## src/rtl/count_refresh_ctrl_pkg.sv

```systemverilog
// Shared definitions for the frequency-meter controller and its display
// refresh scheduler: state encodings and default sizing.
package count_refresh_ctrl_pkg;

  localparam logic [1:0] ST_IDLE  = 2'd0;
  localparam logic [1:0] ST_CLEAR = 2'd1;
  localparam logic [1:0] ST_GATE  = 2'd2;
  localparam logic [1:0] ST_LATCH = 2'd3;

  typedef enum logic [1:0] {
    IDLE  = ST_IDLE,
    CLEAR = ST_CLEAR,
    GATE  = ST_GATE,
    LATCH = ST_LATCH
  } state_t;

  localparam int DEF_WIDTH          = 7;
  localparam int DEF_GATE_CYCLES    = 1000;
  localparam int DEF_REFRESH_CYCLES = 2500;
  localparam int DEF_BLANK_CYCLES   = 30;

endpackage

```

## src/rtl/refresh_divider.sv

```systemverilog
// Free-running refresh divider: raises refresh_window for the last
// BLANK_CYCLES of each period and display_load on the final cycle.
module refresh_divider
  import count_refresh_ctrl_pkg::*;
#(
  parameter int REFRESH_CYCLES = DEF_REFRESH_CYCLES,
  parameter int BLANK_CYCLES   = DEF_BLANK_CYCLES
) (
  input  logic clk,
  input  logic rst,
  output logic refresh_window,
  output logic display_load
);

  localparam int DW = $clog2(REFRESH_CYCLES);
  localparam logic [DW-1:0] DIV_LAST  = DW'(REFRESH_CYCLES - 1);
  localparam logic [DW-1:0] WIN_START = DW'(REFRESH_CYCLES - BLANK_CYCLES);

  logic [DW-1:0] div;
  logic [DW-1:0] div_next;

  assign div_next = (div == DIV_LAST) ? '0 : div + DW'(1);

  // Flags are decoded from the next divider value so they line up with div
  // itself while still coming straight out of flops.
  always_ff @(posedge clk or posedge rst) begin
    if (rst) begin
      div            <= '0;
      refresh_window <= 1'b0;
      display_load   <= 1'b0;
    end else begin
      div            <= div_next;
      refresh_window <= (div_next >= WIN_START);
      display_load   <= (div_next == DIV_LAST);
    end
  end

endmodule

```

## src/rtl/count_refresh_ctrl.sv

```systemverilog
// Gated pulse counter with a latch that is held off while the display
// samples, so valid_count is stable across every refresh window.
module count_refresh_ctrl
  import count_refresh_ctrl_pkg::*;
#(
  parameter int WIDTH          = DEF_WIDTH,
  parameter int GATE_CYCLES    = DEF_GATE_CYCLES,
  parameter int REFRESH_CYCLES = DEF_REFRESH_CYCLES,
  parameter int BLANK_CYCLES   = DEF_BLANK_CYCLES
) (
  input  logic             clk,
  input  logic             rst,
  input  logic             enable,
  input  logic             pulse_in,
  output logic [WIDTH-1:0] valid_count,
  output logic             count_valid,
  output logic             overflow,
  output logic             refresh_window,
  output logic             display_load,
  output logic             busy
);

  localparam int TW = (GATE_CYCLES > 1) ? $clog2(GATE_CYCLES) : 1;
  localparam logic [TW-1:0]    GATE_LAST = TW'(GATE_CYCLES - 1);
  localparam logic [WIDTH-1:0] MAX_COUNT = {WIDTH{1'b1}};

  state_t           state;
  logic             pulse_d;
  logic             rise;
  logic [WIDTH-1:0] counter;
  logic             sat_flag;
  logic [TW-1:0]    timer;

  refresh_divider #(
    .REFRESH_CYCLES(REFRESH_CYCLES),
    .BLANK_CYCLES  (BLANK_CYCLES)
  ) u_refresh_divider (
    .clk           (clk),
    .rst           (rst),
    .refresh_window(refresh_window),
    .display_load  (display_load)
  );

  assign rise = pulse_in & ~pulse_d;

  always_ff @(posedge clk or posedge rst) begin
    if (rst) begin
      state       <= IDLE;
      pulse_d     <= 1'b0;
      counter     <= '0;
      sat_flag    <= 1'b0;
      timer       <= '0;
      valid_count <= '0;
      overflow    <= 1'b0;
      count_valid <= 1'b0;
      busy        <= 1'b0;
    end else begin
      pulse_d     <= pulse_in;
      count_valid <= 1'b0;
      case (state)
        IDLE: begin
          if (enable) begin
            state <= CLEAR;
            busy  <= 1'b1;
          end
        end
        CLEAR: begin
          if (!enable) begin
            state <= IDLE;
            busy  <= 1'b0;
          end else begin
            counter  <= '0;
            sat_flag <= 1'b0;
            timer    <= GATE_LAST;
            state    <= GATE;
          end
        end
        GATE: begin
          if (!enable) begin
            state <= IDLE;
            busy  <= 1'b0;
          end else begin
            // An edge that finds the counter already full marks the gate as saturated.
            if (rise) begin
              if (counter == MAX_COUNT) sat_flag <= 1'b1;
              else                      counter  <= counter + WIDTH'(1);
            end
            if (timer == '0) state <= LATCH;
            else             timer <= timer - TW'(1);
          end
        end
        LATCH: begin
          if (!refresh_window) begin
            valid_count <= counter;
            overflow    <= sat_flag;
            count_valid <= 1'b1;
            if (enable) begin
              state <= CLEAR;
            end else begin
              state <= IDLE;
              busy  <= 1'b0;
            end
          end
        end
        default: begin
          state <= IDLE;
          busy  <= 1'b0;
        end
      endcase
    end
  end

endmodule

```

## config.mk

```make
export PLATFORM = sky130hd
export DESIGN_NAME = count_refresh_ctrl
export DESIGN_NICKNAME = d
export VERILOG_FILES = /design/src/rtl/count_refresh_ctrl_pkg.sv /design/src/rtl/refresh_divider.sv /design/src/rtl/count_refresh_ctrl.sv
export SDC_FILE = /design/constraint.sdc
export NUM_CORES = 1
export LEC_CHECK = 0
export ABC_CLOCK_PERIOD_IN_PS = 5700
export CORE_MARGIN = 1.5
export CORE_UTILIZATION = 30
export CTS_CLUSTER_DIAMETER = 30
export DETAILED_ROUTE_END_ITERATION = 8
export GPL_TIMING_DRIVEN = 0
export PLACE_DENSITY_LB_ADDON = 0.3
export RECOVER_POWER = 50
export SKIP_CTS_REPAIR_TIMING = 1
export SYNTH_ARGS = -nofsm -noshare
export SYNTH_HDL_FRONTEND = slang
export SYNTH_SLANG_ARGS = --single-unit
```

## constraint.sdc

```tcl
create_clock -name clk -period 5.7 [get_ports clk]
set_input_delay 1.14 -clock clk [delete_from_list [all_inputs] [get_ports clk]]
set_output_delay 1.14 -clock clk [all_outputs]
set_load 0.02 [all_outputs]
```

==> results of run 1 <==
==> registers in the layout, summed over array words and instances (netlist names), 2 cells and up <==
name	cells
valid_count	7
u_refresh_divider.div	12
counter	7
timer	10
state	2
==> path summary, 6_finish.rpt <==
kind / cells after the start / slack, ns / to / from
setup / recovery: 3 / 2.33 / busy / rst
setup reg to reg: 6 / 3.53 / u_refresh_divider.display_load / u_refresh_divider.div[0]
max in group clk: 6 / 2.85 / counter[5] / pulse_in
min in group asynchronous: 2 / 1.21 / u_refresh_divider.div[9] / rst
hold reg to reg: 2 / 0.48 / valid_count[3] / valid_count[3]
hold / removal: 2 / 0.48 / valid_count[3] / valid_count[3]
==> routing by layer <==
layer	vias up	global-route usage, %
met5	-	0
met4	0	6.03
met3	8	2.49
met2	26	19.8
met1	897	16.7
li1	933	-
==> worst reg2reg max path: cells and delay by family, from the launching register on <==
family	cells	cell delay [ns]
flops	1	0.47
fa+ha+maj	1	0.18
compound gates	1	0.13
buf+inv	1	0.27
simple gates	3	1.04
==> area by class of cell <==
class	instances	area [um2]	area share (%)
clock inverter	3	46.3	1.69
timing repair buffer	15	144	5.24
multi-input combinational	189	1160	42.1
sequential	45	1130	41.0
buffer	9	36.3	1.32
inverter	11	41.3	1.50
clock buffer	5	68.8	2.51
tap	102	128	4.65
==> cells in the final DEF, fill, tap and decap left out, drive strengths merged, types with 2 or more instances in the layout <==
cell,count
or3,3
nand2,45
clkdlybuf4s50,12
a211oi,3
inv,10
o2bb2ai,2
xnor2,12
nor4b,2
or4,3
a22oi,2
nor2,21
o31ai,2
nand3,10
ha,6
nor3,3
a21oi,13
o32a,2
buf,3
nand3b,2
and3,6
dlygate4sd3,2
clkbuf,12
clkinv,2
o21ai,14
a31oi,7
nand4,6
dfrtp,45
nor2b,6
xor2,5
==> stage by stage <==
stage,instance area (um2),util (%)
after CTS,2770,36.1
after floorplan,2370,-
after global placement,2640,34.3
after global routing,2750,35.7
after detailed placement,2660,34.6
final,2750,35.7
==> report_power, final <==
group          internal (mW)  switching (mW)  total, mW
sequential             0.348          0.0355      0.383
clock                  0.131           0.119      0.250
combinational         0.0592          0.0803      0.140
==> cell families after synthesis <==
logic type	Yosys count	share of synthesized area [%]
and+or+nand+nor	111	24.4
AOI/OAI and AO/OA	54	14.7
DFF	45	47.5
buffers and inverters	20	3.48
xor gates and xnor gates	17	6.28
adders and majority gates	6	3.17
muxes	1	0.422
==> metrics, run 1 <==
Tightest Pin Transition=1.97 ns; Worst Setup End Kind=asynchronous set/reset pin; CTS buffer count=5; Synth Net Count=264; critical path's slowest cell=clkbuf_1; Hold WC Path Type=reg -> reg; Crit Path Max Fanout=37; crit start category=primary input; via count=1864; Yosys cell types=47; met2 routed WL=2320 um; Post-Place Setup Slack=2.65 ns; Period minus WS final=3.37 ns; dpl cells=371; status=complete, but fails checks; FILL cells=819; number of flops mapped to enable cells by yosys=0; Congestion Overflow GR=0; crit-path cells=dlygate4sd3_1 > inv_1 > clkbuf_1; # IOs=16; CTS tree=yes; vias in the first global route=1779; Max Clock Freq=297 MHz; Seq/Total Area, Yosys=47.5%; layout cells sized above 1=6.86%; Final setup viols=0; chip width=91.9 um; final estimated routing congestion in global placement=0.775; Worst path max stage delay=1.45 ns; crit path buf inv count=3; Final Cycle Share=59.0%; pin count of the biggest net entering global routing=38; DRT Pass-1 Iters=4; DR iter-0 viols=127; area delta synth->final=15.9%; Slew headroom=-31.3%; met1 WL=2380 um; Root Driver=clkbuf_8; Worst VDD drop=0.109 mV; Worst-Skew Late Latency=0.31 ns; WL/cell=13.0 um; Power Dens Cells=281 nW/um2; highest routed layer=met4; top_reg_cell synth=dfrtp_1; wire length on met3=134 um; Yosys top cell by area=dfrtp_1; CORE AREA=7690 um2; total power=0.773 mW; Setup Skew=0.0133 ns; Yosys warnings=0; buffers from clock root to sink, at most=2; hpwl dp=3390 um; Syn Area/Cell=9.33 um2; LEAKAGE=1.14 nW; full die area=8440 um2; Netlist Area Pre-Place=2370 um2; # nets final=286; kind of critical path=in -> async; Maximum Capacitance Violations=1; hold slack=0.478 ns; # rows=32; Worst Path Arrival=3.39 ns; drt total wl=4930 um; Synth top area share=47.5%; CTS H-tree depth=2; drt via density=4.92; I/O Buffers=14; Finished Layout Cells=379; Total GRT Usage=12.6%; CP top delay family=buffers and inverters; top cells by area, synth=dfrtp_1 (48%), nand2_1 (7.1%), xnor2_1 (4.4%); FF+latch count, synth=45; post-synthesis cell count=254; setup TNS=0 ns; first-pass GRT wire length=8480 um; ys async rst share=100%; clock slew at reported path FFs=0.10 ns; initial antenna violation count=0; initial core utilization=30.8%; CP required=5.73 ns; violated checks=max-capacitance violations, max-slew violations; final slew viol count=38; setup ws final=2.33 ns; RSZ-0062 raised after global routing=false; Post-synth top cells=dfrtp_1 (45), nand2_1 (45), nor2_1 (21), a21oi_1 (13), o21ai_0 (13); Antenna diodes=0; ANT nets after route=0; clk sinks=45; # DRC=0; Fin. Hold Viols=0; height of the die=91.9 um
(Power assumes the default switching activity.)
==> run 2: changes to the inputs <==
- ABC_CLOCK_PERIOD_IN_PS: 5700 -> 2900
- clock period: 5.7 -> 2.9 ns (I/O delays scaled with it)
==> run 2 against run 1 <==
The flow now finishes without violations. Non-clock buffer count did not move. Via count rose by 0.27%. Critical path type is now in -> reg. Largest power group unchanged. Clock skew is essentially flat. Flip-flop and latch count is the same. Die area is the same. Sequential share of layout area is 0.093 points lower. Utilization increased by 0.081 points. Routed wire length is essentially flat. Sequential power grew 97%.
==> metrics, run 2 (synthesis results as in run 1) <==
CTS tree=yes (unchanged); Final setup viols=0 (unchanged); CORE AREA=7690 um2 (unchanged); buffers from clock root to sink, at most=2 (unchanged); max FFs per register=12 (unchanged); WL/cell=13.0 um (about the same); Worst VDD drop=0.215 mV (was 0.109 mV); setup TNS=0 ns (unchanged); chip width=91.9 um (unchanged); Maximum Capacitance Violations=0 (was 1); CP required=3.13 ns (was 5.73 ns); Final Cycle Share=78.8%; height of the die=91.9 um (unchanged); # IOs=16 (unchanged); Fin. Hold Viols=0 (unchanged); pin count of the biggest net entering global routing=38 (unchanged); ANT nets after route=0 (unchanged); Total GRT Usage=12.6% (unchanged); Crit Path Max Fanout=5 (was 37); # nets final=286 (unchanged); kind of critical path=in -> reg (was in -> async); hpwl dp=3390 um (unchanged); crit start category=primary input (unchanged); via count=1869 (was 1864); clk sinks=45 (unchanged); Worst-Skew Late Latency=0.31 ns (about the same); Tightest Pin Transition=0.906 ns (was 1.97 ns); Worst Path Arrival=2.51 ns (was 3.39 ns); clock slew at reported path FFs=0.10 ns (about the same); LEAKAGE=1.15 nW (was 1.14 nW); hold slack=0.478 ns (about the same); Root Driver=clkbuf_8 (unchanged); Max Clock Freq=438 MHz; Worst Setup End Kind=register (was asynchronous set/reset pin); full die area=8440 um2 (unchanged); biggest regs=u_refresh_divider.div: 12 flops, timer: 10 flops (unchanged); RSZ-0062 raised after global routing=false (unchanged); drt total wl=4930 um (about the same); FILL cells=817 (was 819); final estimated routing congestion in global placement=0.775 (unchanged); Hold WC Path Type=reg -> reg (unchanged); Most flops, register=u_refresh_divider.div (unchanged); DRT Pass-1 Iters=4 (unchanged); first-pass GRT wire length=8480 um (unchanged); Setup Skew=0.0131 ns (was 0.0133 ns); drt via density=4.93 (was 4.92); Antenna diodes=0 (unchanged); # rows=32 (unchanged); area delta synth->final=16.2% (was 15.9%); # DRC=0 (unchanged); DR iter-0 viols=129 (was 127); most frequent cells in the layout=nand2_1 (45), dfrtp_1 (45), nor2_1 (21) (unchanged); layout cells sized above 1=7.58% (was 6.86%); initial core utilization=30.8% (unchanged); I/O Buffers=14 (unchanged); Congestion Overflow GR=0 (unchanged); Period minus WS final=2.28 ns; status=complete, no violations (was complete, but fails checks); final slew viol count=0 (was 38); CTS buffer count=5 (unchanged); vias in the first global route=1779 (unchanged); CTS H-tree depth=2 (unchanged); Slew headroom=39.6% (was -31.3%); Power Dens Cells=552 nW/um2 (was 281 nW/um2); initial antenna violation count=0 (unchanged)
run 2: cell count changes in the layout (fill, tap and decap cells not counted):
cell,change
and3_4,+1
clkbuf_1,-1
clkbuf_2,+1
and3_1,-1
run 2: layer usage:
| metal | routed length [um] | track usage [%] | up-vias |
|---|---|---|---|
| met1 | 2370 | 16.7 | 895 |
| li1 | - | - | 935 |
| met3 | 137 | 2.49 | 9 |
| met4 | 97 | 6.03 | 0 |
| met5 | 0 | 0 | - |
| met2 | 2320 | 19.8 | 30 |
run 2: where the power goes:
group / internal [mW] / switching, mW / total (mW)
sequential: 0.684 / 0.0701 / 0.754
combinational: 0.117 / 0.158 / 0.274
clock: 0.258 / 0.233 / 0.491
total: 1.06 / 0.461 / 1.52
run 2: layout make-up:
class	count	area, um2	share of cell area, %
plain buffers	9	36.3	1.32
clock buffers	5	68.8	2.50
clock inverters	3	46.3	1.68
inverters	11	41.3	1.50
multi-input cells	189	1160	42.2
flip-flops and latches	45	1130	40.9
well taps	102	128	4.64
repair buffers	15	145	5.27
run 2: per-stage QoR:
step | setup WS (ns) | total power, mW | util (%) | instances | area (um2)
final | 0.615 | 1.52 | 35.8 | 379 | 2750
after global placement | 0.306 | 1.03 | 34.3 | 370 | 2640
after detailed placement | 0.410 | 1.04 | 34.6 | 371 | 2660
after global routing | 0.538 | 1.61 | 35.8 | 379 | 2750
after floorplan | 1.00 | 0.938 | - | 254 | 2370
after CTS | 0.697 | 1.54 | 36.1 | 379 | 2770
run 2: critical path, stage by stage:
cell and delay (ns):
dlygate4sd3_1 0.54, nor2b_1 0.24, o211ai_1 0.23, a21bo_2 0.29
or4_1 0.46, a21oi_1 0.16
run 2: final timing paths:
| check | slack [ns] | startpoint | depth (start not counted) | endpoint |
|---|---|---|---|---|
| hold reg to reg | 0.48 | valid_count[3] | 2 | valid_count[3] |
| min in group asynchronous | 0.65 | rst | 2 | u_refresh_divider.div[9] |
| setup / recovery | 0.62 | pulse_in | 6 | counter[5] |
| setup reg to reg | 0.77 | u_refresh_divider.div[0] | 6 | u_refresh_divider.display_load |
| max in group asynchronous | 1.06 | rst | 3 | busy |
| hold / removal | 0.48 | valid_count[3] | 2 | valid_count[3] |
